`src/rtl/fifo_uart_tx.sv`:
```
// -----------------------------------------------------------------------------
// fifo_uart_tx
//   UART transmitter that pulls bytes from a synchronous FIFO (fifo_syn) and
//   serialises them onto txd: start bit, WIDTH data bits LSB first, optional
//   even-parity bit, then STOP_BITS stop bits. Idles high.
//
//   Compile-time option: define UART_TX_PARITY_EN to add one even-parity bit
//   after the data bits. Without it the PARITY state and its logic are absent.
//
// Parameters
//   WIDTH      data bits per frame (equals the FIFO WIDTH)
//   CLK_FREQ   clk frequency in Hz
//   BAUD       line rate; BIT_CYC = CLK_FREQ / BAUD clk cycles per bit (>= 2)
//   STOP_BITS  1 or 2
//
// Ports
//   clk      in   system clock, shared with the FIFO
//   rst_n    in   asynchronous active-low reset
//   empty    in   FIFO empty flag
//   q        in   FIFO read data, valid the cycle after rd is sampled high
//   rd       out  FIFO read request, one-cycle pulse per byte
//   txd      out  serial line
//   busy     out  high whenever the transmitter is not idle
//   tx_done  out  one-cycle pulse in the cycle after the last stop-bit cycle
// -----------------------------------------------------------------------------
module fifo_uart_tx #(
  parameter int WIDTH     = 8,
  parameter int CLK_FREQ  = 50_000_000,
  parameter int BAUD      = 115200,
  parameter int STOP_BITS = 1
) (
  input  logic             clk,
  input  logic             rst_n,
  input  logic             empty,
  input  logic [WIDTH-1:0] q,
  output logic             rd,
  output logic             txd,
  output logic             busy,
  output logic             tx_done
);

  localparam int BIT_CYC = CLK_FREQ / BAUD;
  localparam int CNT_W   = $clog2(BIT_CYC) + 1;
  // Bit index counts data bits and, in STOP, the stop bits.
  localparam int IDX_W   = $clog2(WIDTH + 1) + 1;

  localparam logic [CNT_W-1:0] CNT_LAST  = CNT_W'(BIT_CYC - 1);
  localparam logic [IDX_W-1:0] DATA_LAST = IDX_W'(WIDTH - 1);
  localparam logic [IDX_W-1:0] STOP_LAST = IDX_W'(STOP_BITS - 1);

  typedef enum logic [2:0] {
    S_IDLE,
    S_FETCH,
    S_START,
    S_DATA,
`ifdef UART_TX_PARITY_EN
    S_PARITY,
`endif
    S_STOP
  } state_t;

  state_t           state_q,   state_d;
  logic [CNT_W-1:0] cnt_q,     cnt_d;
  logic [IDX_W-1:0] idx_q,     idx_d;
  logic [WIDTH-1:0] shift_q,   shift_d;
  logic             tx_done_q, tx_done_d;
`ifdef UART_TX_PARITY_EN
  logic             parity_q,  parity_d;
`endif

  logic bit_end;
  assign bit_end = (cnt_q == CNT_LAST);

  // ---------------------------------------------------------------------------
  // State register
  // ---------------------------------------------------------------------------
  // NOTE: sequential state uses non-blocking assignments so every flop samples
  // the pre-edge value of its neighbours, regardless of process ordering.
  always_ff @(posedge clk or negedge rst_n) begin
    if (!rst_n) begin
      state_q   <= S_IDLE;
      cnt_q     <= '0;
      idx_q     <= '0;
      shift_q   <= '0;
      tx_done_q <= 1'b0;
`ifdef UART_TX_PARITY_EN
      parity_q  <= 1'b0;
`endif
    end else begin
      state_q   <= state_d;
      cnt_q     <= cnt_d;
      idx_q     <= idx_d;
      shift_q   <= shift_d;
      tx_done_q <= tx_done_d;
`ifdef UART_TX_PARITY_EN
      parity_q  <= parity_d;
`endif
    end
  end

  // ---------------------------------------------------------------------------
  // Next-state logic
  // ---------------------------------------------------------------------------
  // NOTE: every output of this block is given a default first so no path
  // leaves a signal unassigned and infers a latch.
  always_comb begin
    state_d   = state_q;
    idx_d     = idx_q;
    shift_d   = shift_q;
    tx_done_d = 1'b0;
`ifdef UART_TX_PARITY_EN
    parity_d  = parity_q;
`endif
    // Baud counter free-runs inside a frame and wraps on each bit boundary.
    cnt_d     = bit_end ? '0 : cnt_q + CNT_W'(1);

    unique case (state_q)
      S_IDLE: begin
        cnt_d = '0;
        if (!empty) state_d = S_FETCH;
      end
      S_FETCH: begin
        cnt_d   = '0;
        idx_d   = '0;
        shift_d = q;
`ifdef UART_TX_PARITY_EN
        // Parity is taken from the captured byte, since shift_q drains.
        parity_d = ^q;
`endif
        state_d = S_START;
      end
      S_START: begin
        if (bit_end) begin
          idx_d   = '0;
          state_d = S_DATA;
        end
      end
      S_DATA: begin
        if (bit_end) begin
          shift_d = shift_q >> 1;
          if (idx_q == DATA_LAST) begin
            idx_d   = '0;
`ifdef UART_TX_PARITY_EN
            state_d = S_PARITY;
`else
            state_d = S_STOP;
`endif
          end else begin
            idx_d = idx_q + IDX_W'(1);
          end
        end
      end
`ifdef UART_TX_PARITY_EN
      S_PARITY: begin
        if (bit_end) begin
          idx_d   = '0;
          state_d = S_STOP;
        end
      end
`endif
      S_STOP: begin
        if (bit_end) begin
          if (idx_q == STOP_LAST) begin
            idx_d     = '0;
            tx_done_d = 1'b1;
            state_d   = S_IDLE;
          end else begin
            idx_d = idx_q + IDX_W'(1);
          end
        end
      end
      default: state_d = S_IDLE;
    endcase
  end

  // ---------------------------------------------------------------------------
  // Outputs
  // ---------------------------------------------------------------------------
  always_comb begin
    // rd is gated by rst_n: state sits in IDLE during reset, and the FIFO
    // must not be popped while the transmitter is held.
    rd      = 1'b0;
    txd     = 1'b1;
    busy    = (state_q != S_IDLE);
    tx_done = tx_done_q;
    unique case (state_q)
      S_IDLE:   rd  = rst_n & ~empty;
      S_START:  txd = 1'b0;
      S_DATA:   txd = shift_q[0];
`ifdef UART_TX_PARITY_EN
      S_PARITY: txd = parity_q;
`endif
      default:  txd = 1'b1;
    endcase
  end

endmodule

```
`config.mk`:
```
export PLATFORM = sky130hd
export DESIGN_NAME = fifo_uart_tx
export DESIGN_NICKNAME = d
export VERILOG_FILES = /design/src/rtl/fifo_uart_tx.sv
export SDC_FILE = /design/constraint.sdc
export NUM_CORES = 1
export LEC_CHECK = 0
export ABC_AREA = 0
export CAP_MARGIN = 5
export CORE_ASPECT_RATIO = 0.75
export CORE_MARGIN = 8
export CORE_UTILIZATION = 50
export CTS_BUF_LIST = sky130_fd_sc_hd__clkbuf_16
export DETAILED_ROUTE_END_ITERATION = 16
export PLACE_DENSITY_LB_ADDON = 0.1
export SLEW_MARGIN = 20
export SYNTH_ARGS = -nofsm -noshare
export SYNTH_HDL_FRONTEND = slang
export SYNTH_SLANG_ARGS = --single-unit
```
`constraint.sdc`:
```
create_clock -name clk -period 2.52 [get_ports clk]
set_input_delay 0.504 -clock clk [delete_from_list [all_inputs] [get_ports clk]]
set_output_delay 0.504 -clock clk [all_outputs]
set_load 0.005 [all_outputs]
```
==> flow_metrics.tcl <==
set metrics [dict create \
    cp-start-kind "register" \
    synth_warnings 0 \
    viasPerCell 5.79 \
    clock_latency_ps 260 \
    ant_nets 0 \
    muxShareOfSynthArea_pct 11.3 \
    synth-compound-area-share_pct 12.1 \
    max_freq_mhz 442 \
    critPathKind "reg -> out" \
    nFillCells 241 \
    period_needed_ps 2260 \
    clock_path_buffers 2 \
    diodes 0 \
    htreeDepth 1 \
    syn-instance-count 147 \
    dieArea_um2 5300 \
    p_per_area_nw_per_um2 455 \
    setup_viol 0 \
    clk_pin_slew_ps 70 \
    ys_seq_elements 27 \
    first_pass_iters 4 \
    synth_top_family_by_area "simple AND/OR/NAND/NOR gates" \
    cts_root_buf "clkbuf_16" \
    clock_sinks 27 \
    cts-resized-gates 0 \
    die_w_um 81.5 \
    final.setup.worst_slack_ps 258 \
    numPortBuffers 14 \
    drive_gt1_share_pct 16.5 \
    status "completed" \
    crit_fanout 11 \
    drc 0 \
    rsz0062_at_grt "false" \
    drt-initial-drc-count 75 \
    fp.dieH_um 65.1 \
    slew_headroom_pct 49.8 \
    placementRows 17 \
    ir_drop_mv 0.453 \
    maxCapViolCount 0 \
    synth_area_per_cell_um2 10.9 \
    fin_crit_sh_pct 89.8 \
    fin_setup_tns_ps 0 \
    worstPathArrival_ps 1760 \
    ys.flop_type "dfrtp_1" \
    postCtsHoldBufs 0 \
    multi_input_area_um2 873 \
    syn_to_final_growth_pct 16.3 \
    grt_pass1_wl_um 5750 \
    post-cts-setup-buffers 0 \
    p_leak_nw 0.747 \
    regArea_um2 676 \
    hold_violations 0 \
    grt_start_max_net_pins 28 \
    hold_ws_ps 505 \
    nets 180 \
    clock_skew_ps 2.63 \
    synth-edff-count 0 \
    start_util_pct 53.6 \
    cts_tree "built" \
    crit_required_ps 2020 \
    pin_count 15 \
    synth_xor_area_share_pct 4.36 \
    synth_fa_ha_area_share_pct 3.12 \
    synth-seq-area-share_pct 42.1 \
    cts_inserted_buffers 3 \
    vias 1170 \
    synth-simple-area-share_pct 23.4 \
    ys_types 51 \
    pre_cts_slack_ps 272 \
    endpoint_kind "primary output" \
    core-area_um2 3000 \
    grt_pass1_vias 1222 \
    wl_um 3230 \
    track_usage_pct 13.7 \
    antenna_found_initial 0 \
    hold_class "reg -> reg" \
    grt_overflow 0 \
    syn_area_um2 1610 \
    slew_violations 0 \
    place.gp.congestion 0.837 \
    tightest_slew_ps 747 \
    dp_hpwl_um 2400 \
    ys_async_sr_fraction_pct 100 \
    wl_per_cell_um 16.0 \
    syn_nets 162 \
]
cell usage in the layout, fill, tap and decap left out, types with 3 or more instances in the layout:
cell type        Yosys  layout
and2_1               3       3
buf_4                2       3
clkbuf_16            0       3
clkdlybuf4s50_1      0      14
dfrtp_1             27      27
ha_1                 4       4
inv_1                7       7
mux2_1               7       7
mux2_2               6       6
nand2_1             12      12
nand3_1              5       5
nor2_1              16      16
nor3_1               4       4
xnor2_1              6       6
sequential cells by signal, summed over array words and instances, names as in the netlist:
signal   cells
shift_q      8
tx_done      1
state_q      3
idx_q        5
cnt_q       10
area by class of cell:
class                      instances  area share [%]
tap                               38            2.55
multi-input combinational        109            46.8
timing repair buffer              17            8.71
clock inverter                     1           0.402
clock buffer                       3            4.02
inverter                           7            1.41
sequential                        27            36.2
metrics by stage:
step / instance area, um2 / instances / util (%) / total power [mW]
5_1_grt: 1870 / 202 / 62.3 / 0.878
3_3_place_gp: 1790 / 198 / 59.5 / 0.487
2_1_floorplan: 1610 / 147 / - / 0.460
3_5_place_dp: 1790 / 198 / 59.5 / 0.489
6_report: 1870 / 202 / 62.3 / 0.850
4_1_cts: 1870 / 202 / 62.3 / 0.860
where the power goes:
group,switching (mW),leakage [nW],internal [mW]
clock network,0.155,0.0371,0.216
logic,0.0139,0.366,0.0227
registers,0.00325,0.344,0.440
total,0.172,0.747,0.678
metal layers:
metal	wire length [um]	GRT usage [%]	part of all wire [%]	vias to the layer above
li1	-	-	-	566
met1	1580	17.4	49	573
met2	1480	21.5	46	26
met3	129	3.53	4.0	5
met4	52	6.00	1.6	0
met5	0	0	0	-
worst max-delay path: stages (launching register included):
cell and delay, ps:
dfrtp_1 490, inv_1 180, nand2_1 90, nor3b_1 200
clkdlybuf4s50_1 530
Yosys cell counts, drive strengths merged (3+ instances only):
| master | number | area (um2) |
|---|---|---|
| ha | 4 | 50.1 |
| o21ai | 3 | 15.0 |
| nand3 | 6 | 42.5 |
| and2 | 3 | 18.8 |
| nor3b | 4 | 51.3 |
| dfrtp | 27 | 676 |
| nor2 | 16 | 60.1 |
| inv | 7 | 26.3 |
| nand2 | 12 | 45.0 |
| nor3 | 4 | 20.0 |
| mux2 | 14 | 161 |
| buf | 4 | 31.3 |
| xnor2 | 6 | 52.6 |
cell families (layout without fill, tap and decap cells):
logic type	count (synthesis)	count (layout)
flops	27	27
simple gates	59	59
xor+xnor	8	8
mux	16	16
buf+inv	11	28
fa+ha+maj	4	4
compound gates	22	22
worst paths after layout:
path / start / endpoint / slack (ps) / depth (start not counted)
worst min register to register: shift_q[6]$_DFFE_PN0P_ / shift_q[6]$_DFFE_PN0P_ / 500 / 1
min in group asynchronous: rst_n / cnt_q[6]$_DFF_PN0_ / 700 / 2
worst min-delay path: shift_q[6]$_DFFE_PN0P_ / shift_q[6]$_DFFE_PN0P_ / 500 / 1
max in group asynchronous: rst_n / idx_q[2]$_DFFE_PN0P_ / 1570 / 2
worst max-delay path: state_q[2]$_DFFE_PN0P_ / rd / 260 / 4
worst max register to register: cnt_q[1]$_DFF_PN0_ / shift_q[2]$_DFFE_PN0P_ / 670 / 6
Power figures use the tool's default switching activity.
